[src/rtl/cache_pkg.sv]
// Shared types and constants for the cache miss-fill controllers.
// Block geometry: 16-byte blocks of eight 16-bit words.
package cache_pkg;

    typedef enum logic {
        IDLE = 1'b0,
        FILL = 1'b1
    } fill_state_t;

    localparam int BLOCK_BYTES     = 16;
    localparam int WORDS_PER_BLOCK = 8;
    localparam int WORD_OFFSET_W   = 3;
    localparam int CNT_W           = 4;

    // Clears the byte offset within a block; sliced down to the address width by users.
    localparam logic [31:0] BLOCK_BASE_MASK = ~32'(BLOCK_BYTES - 1);

endpackage

[src/rtl/fill_counter.sv]
// 4-bit word counter used to track issued requests and received words of a fill.
// Synchronous clear has priority over enable.
module fill_counter
    import cache_pkg::*;
(
    input  logic             clk,
    input  logic             rst_n,
    input  logic             clear,
    input  logic             en,
    output logic [CNT_W-1:0] count
);

    // NOTE: sequential state is updated with <= so every flop samples pre-edge values.
    always_ff @(posedge clk or negedge rst_n) begin
        if (!rst_n) begin
            count <= '0;
        end else if (clear) begin
            count <= '0;
        end else if (en) begin
            count <= count + CNT_W'(1);
        end
    end

endmodule

[src/rtl/cache_fill_fsm.sv]
// Cache miss-fill controller: stalls the pipeline, streams eight word reads, writes data then tag.
// Optional CACHE_FILL_CRITICAL_WORD_FIRST_EN starts the fill at the missed word and wraps.
module cache_fill_fsm #(
    parameter int WORDS_PER_BLOCK = 8,
    parameter int ADDR_W          = 16
) (
    input  logic              clk,
    input  logic              rst_n,
    input  logic              miss_detected,
    input  logic [ADDR_W-1:0] miss_address,
    output logic              fsm_busy,
    output logic              memory_read_en,
    output logic [ADDR_W-1:0] memory_address,
    input  logic [15:0]       memory_data,
    input  logic              memory_data_valid,
    output logic              write_data_array,
    output logic [ADDR_W-1:0] data_word_address,
    output logic              write_tag_array
);

    import cache_pkg::*;

    localparam logic [CNT_W-1:0]  BLOCK_WORDS = CNT_W'(WORDS_PER_BLOCK);
    localparam logic [CNT_W-1:0]  LAST_WORD   = CNT_W'(WORDS_PER_BLOCK - 1);
    localparam logic [ADDR_W-1:0] BASE_MASK   = BLOCK_BASE_MASK[ADDR_W-1:0];

    fill_state_t              state, state_next;
    logic [ADDR_W-1:0]        base;
    logic                     start_fill;
    logic [CNT_W-1:0]         issue_cnt, recv_cnt;
    logic [WORD_OFFSET_W-1:0] issue_word, recv_word;

    // The data path goes straight from memory to the array; only the valid strobe matters here.
    logic unused_memory_data;
    assign unused_memory_data = ^memory_data;

    assign start_fill = (state == IDLE) && miss_detected;

    always_ff @(posedge clk or negedge rst_n) begin
        if (!rst_n) begin
            state <= IDLE;
            base  <= '0;
        end else begin
            state <= state_next;
            if (start_fill) begin
                base <= miss_address & BASE_MASK;
            end
        end
    end

`ifdef CACHE_FILL_CRITICAL_WORD_FIRST_EN
    logic [WORD_OFFSET_W-1:0] miss_word;

    always_ff @(posedge clk or negedge rst_n) begin
        if (!rst_n) begin
            miss_word <= '0;
        end else if (start_fill) begin
            miss_word <= miss_address[WORD_OFFSET_W:1];
        end
    end

    // Word index wraps in its own width, so offsets never carry into the block base.
    assign issue_word = miss_word + issue_cnt[WORD_OFFSET_W-1:0];
    assign recv_word  = miss_word + recv_cnt[WORD_OFFSET_W-1:0];
`else
    assign issue_word = issue_cnt[WORD_OFFSET_W-1:0];
    assign recv_word  = recv_cnt[WORD_OFFSET_W-1:0];
`endif

    fill_counter u_issue_cnt (
        .clk   (clk),
        .rst_n (rst_n),
        .clear (start_fill),
        .en    (memory_read_en),
        .count (issue_cnt)
    );

    fill_counter u_recv_cnt (
        .clk   (clk),
        .rst_n (rst_n),
        .clear (start_fill),
        .en    (write_data_array),
        .count (recv_cnt)
    );

    // NOTE: every output of this block gets a default first so no path infers a latch.
    always_comb begin
        state_next        = state;
        fsm_busy          = 1'b0;
        memory_read_en    = 1'b0;
        memory_address    = '0;
        write_data_array  = 1'b0;
        data_word_address = '0;
        write_tag_array   = 1'b0;

        case (state)
            IDLE: begin
                fsm_busy = miss_detected;
                if (miss_detected) begin
                    state_next = FILL;
                end
            end
            FILL: begin
                fsm_busy = 1'b1;
                if (issue_cnt < BLOCK_WORDS) begin
                    memory_read_en = 1'b1;
                    memory_address = base | ADDR_W'({issue_word, 1'b0});
                end
                // Issue and receive are independent, so early data may overlap requests.
                if (memory_data_valid) begin
                    write_data_array  = 1'b1;
                    data_word_address = base | ADDR_W'({recv_word, 1'b0});
                    if (recv_cnt == LAST_WORD) begin
                        write_tag_array = 1'b1;
                        state_next      = IDLE;
                    end
                end
            end
            default: state_next = IDLE;
        endcase
    end

endmodule

[config.mk]
export PLATFORM = sky130hd
export DESIGN_NAME = cache_fill_fsm
export DESIGN_NICKNAME = d
export VERILOG_FILES = /design/src/rtl/cache_pkg.sv /design/src/rtl/fill_counter.sv /design/src/rtl/cache_fill_fsm.sv
export SDC_FILE = /design/constraint.sdc
export NUM_CORES = 1
export LEC_CHECK = 0
export BUFFER_PORTS_ARGS = -buffer_cell sky130_fd_sc_hd__buf_2
export CAP_MARGIN = 25
export CORE_ASPECT_RATIO = 1.4
export CORE_UTILIZATION = 42
export CTS_CLUSTER_DIAMETER = 30
export CTS_CLUSTER_SIZE = 40
export DETAILED_ROUTE_END_ITERATION = 10
export PLACE_DENSITY = 0.79
export SLEW_MARGIN = 20
export SYNTH_ARGS = -nofsm -noshare
export SYNTH_HDL_FRONTEND = slang
export SYNTH_SLANG_ARGS = --single-unit
[constraint.sdc]
create_clock -name clk -period 1.49 [get_ports clk]
set_input_delay 0.298 -clock clk [delete_from_list [all_inputs] [get_ports clk]]
set_output_delay 0.298 -clock clk [all_outputs]
set_load 0.005 [all_outputs]
==> flow_summary.yaml <==
placement:
  detailed_place_hpwl_um: 2000
  routabilityCongestion: 0.801
  total_cell_area_at_the_placement_stage_um2: 1400
  dp_slack_ns: 0.0751
  port-buffer-count: 49
  placed_instances: 210
global_route:
  grt.total_usage_pct: 25.4
  grt_pass1_vias: 1186
  grt_pass1_wl_um: 5350
  antenna_found_initial: 0
  grt_max_degree: 22
  grt_overflow: 0
yosys:
  yosysUniqueCellTypes: 28
  number_of_instances_in_the_synthesized_netlist: 129
  ys_seq_elements: 21
  fraction_of_the_mapped_netlist_area_in_compound_gates_pct: 2.90
  ys_seq_area_share_pct: 46.8
  synth_adder_area_share_pct: 2.23
  synth-xor-area-share_pct: 0.780
  yosys-mux-area-fraction_pct: 2.78
  syn-cell-area_um2: 1120
  synthesis.yosys.warnings: 0
  main_combinational_cell_family_by_area_after_synthesis: "simple AND/OR/NAND/NOR gates"
  post_synth.cell_area_avg_um2: 8.71
  synth_simple_gate_area_share_pct: 38.0
worst_setup_path:
  cp-end-kind: "output pin"
  critPathRequiredTime_ns: 1.19
  critical_path.endpoint: "memory_address[8]"
  crit_path_start_kind: "flip-flop"
  worst_r2r_path_depth: 6
  rr_startpoint: "state"
  worst_ep_arrival_time_ns: 1.38
  reg2reg_to: "u_issue_cnt.count[0]"
  critPathMaxFanout: 5
  cp-startpoint: "state"
  critPathKind: "flip-flop to output pin"
  worst-r2r-setup-slack_ns: 0.03
power_and_ir_drop:
  power.density_cell_area_nw_per_um2: 1680
  vdd.ir_drop.worst_mv: 0.967
  power_leakage_nw: 0.982
min_path:
  worst_hold_path.num_cells: 3
  hold_path_class: "input port to flip-flop"
timing:
  rsz0062_at_grt: "true"
  final-max-slew-violation-count: 0
  period_minus_slack_ns: 1.68
  finalClockSkew_ns: 0.000547
  setup_ws_final_ns: -0.192
  hold_viol_final: 0
  fmax_ghz: 0.595
  finalSetupViolCount: 32
  final_min_period_over_clock_period_pct: 113
detailed_routing:
  firstDrtPassIters: 4
  wl_um: 3550
  first_iter_violations: 27
  routed_wire_length_per_instance_um: 15.5
  antenna_left: 0
  detail_route.drc_violations: 0
  via_per_inst: 5.11
  vias: 1171
clocking:
  clock_path_buffers: 2
  skew_pair_late_insertion_delay_ns: 0.31
  cts-htree-levels: 1
  tritoncts: "built"
  cts.reportedPaths.clkPinSlew_ns: 0.11
  cts_sinks: 21
  cts.root.buffer_cell: "sky130_fd_sc_hd__clkbuf_4"
  cts-buffers-inserted: 3
floorplan:
  fp-row-count: 21
  die_height_um: 63.2
  initial_utilization_pct: 45.5
  floorplan.die_area_um2: 2890
  core_um2: 2470
  io_pins: 72
  die_span_x_um: 45.7
run_status:
  failing_checks: "negative setup slack"
  run_status: "complete, but fails checks"
cells_and_area:
  final_layout_fill_cell_count: 190
  area.growth.synth_to_final_pct: 62.0
  postLayoutCellArea_um2: 1820
  post_route_cells_drive_above_1_share_pct: 51.8
  antenna_cells_inserted: 0
  layout.cells.non_filler: 229
  mostFrequentLayoutCell: "sky130_fd_sc_hd__nand2_1"
  fin_nets: 234
  top_library_cells_by_usage_in_the_layout_fill_and_taps_aside: "39 x sky130_fd_sc_hd__nand2_1, 30 x sky130_fd_sc_hd__buf_6, 28 x sky130_fd_sc_hd__buf_2"
flow_run:
  maxCapViolCount: 0
==> state kept, by name, summed over array words and instances, names as in the netlist <==
signal	cells
state	1
base	12
u_recv_cnt.count	4
u_issue_cnt.count	4
==> cell usage after synthesis <==
cell / count / area share [%]
sky130_fd_sc_hd__and2_1: 15 / 8.4
sky130_fd_sc_hd__xor2_1: 1 / 0.78
sky130_fd_sc_hd__nor3b_1: 1 / 0.67
sky130_fd_sc_hd__nor2_1: 4 / 1.3
sky130_fd_sc_hd__buf_4: 6 / 4.0
sky130_fd_sc_hd__nor2b_1: 1 / 0.56
sky130_fd_sc_hd__nor2_2: 1 / 0.56
sky130_fd_sc_hd__conb_1: 1 / 0.33
sky130_fd_sc_hd__buf_2: 2 / 0.89
sky130_fd_sc_hd__inv_1: 3 / 1.0
sky130_fd_sc_hd__mux2i_1: 2 / 1.8
sky130_fd_sc_hd__nor2b_4: 1 / 1.2
sky130_fd_sc_hd__dfrtp_1: 21 / 47
sky130_fd_sc_hd__nand3_1: 3 / 1.3
sky130_fd_sc_hd__mux2_2: 1 / 1.0
sky130_fd_sc_hd__nand2b_1: 1 / 0.56
sky130_fd_sc_hd__nand2_2: 1 / 0.56
sky130_fd_sc_hd__and3_1: 15 / 8.4
sky130_fd_sc_hd__a31oi_1: 1 / 0.56
sky130_fd_sc_hd__ha_1: 2 / 2.2
sky130_fd_sc_hd__clkbuf_1: 1 / 0.33
sky130_fd_sc_hd__o21ai_0: 1 / 0.45
sky130_fd_sc_hd__a21oi_1: 1 / 0.45
sky130_fd_sc_hd__a22o_1: 1 / 0.78
sky130_fd_sc_hd__nand2_1: 39 / 13
sky130_fd_sc_hd__a21o_1: 1 / 0.67
sky130_fd_sc_hd__and3b_1: 1 / 0.78
sky130_fd_sc_hd__nand3b_1: 1 / 0.67
==> worst min path at each step <==
| stage | from | end | slack (ns) |
|---|---|---|---|
| after floorplan | rst_n | base[10] | 0.002 |
| after global placement | rst_n | base[6] | 0.27 |
| after detailed placement | rst_n | base[12] | 0.28 |
| after CTS | miss_address[5] | base[5] | 0.17 |
| after global routing | miss_address[12] | base[12] | 0.16 |
| final | miss_address[11] | base[11] | 0.17 |
==> critical path: stages, from the launching register on <==
cell and delay (ns):
sky130_fd_sc_hd__dfrtp_2 0.45, sky130_fd_sc_hd__nor2b_4 0.23, sky130_fd_sc_hd__buf_6 0.15, sky130_fd_sc_hd__and2_1 0.13, sky130_fd_sc_hd__buf_2 0.12
==> what timing repair did <==
item                                    4_1_cts  5_1_grt
gates cloned                                  3        0
endpoints found under the setup margin       27       33
pin swaps                                     5        1
gates resized for setup                      41       20
buffers inserted                              6        5
hold endpoints to repair                     21        0
hold buffers                                  1        0
==> logic make-up (layout without fill, tap and decap cells) <==
group           Yosys count  count (layout)
fa+ha+maj                 2               2
flops                    21              21
simple gates             84              84
buf+inv                  12              77
mux                       3               3
other cells               1               2
xor+xnor                  1               1
compound gates            5               5
==> stage by stage <==
step                      TNS [ns]  utilization [%]  hold slack, ns  total power, mW
after global routing         -5.73             73.7           0.165             3.27
after detailed placement         0             56.7           0.275             2.11
after global placement           0             56.7           0.274             2.03
after floorplan                  0                -         0.00241             1.68
after CTS                    -2.98             68.4           0.171             2.83
final                        -4.10             73.7           0.167             3.06
==> final cells by class <==
| cell class | instances | area, µm² | area share, % |
|---|---|---|---|
| Clock buffer | 4 | 26.3 | 1.44 |
| Inverter | 3 | 11.3 | 0.619 |
| Multi-Input combinational cell | 97 | 643 | 35.3 |
| Sequential cell | 21 | 527 | 28.9 |
| Tap cell | 34 | 42.5 | 2.34 |
| Timing Repair Buffer | 70 | 571 | 31.3 |
==> routing by layer <==
metal  global-route usage [%]  part of all wire [%]
met5                        0                     0
met2                     43.6                    55
met3                     1.72                   3.5
met4                     12.1                   2.6
met1                     30.7                    39
==> power breakdown <==
group          switching (mW)  internal, mW  leakage, nW
clock                   0.179         0.105       0.0150
combinational           0.671          1.01        0.713
sequential              0.254         0.845        0.254
Power figures use the tool's default switching activity.
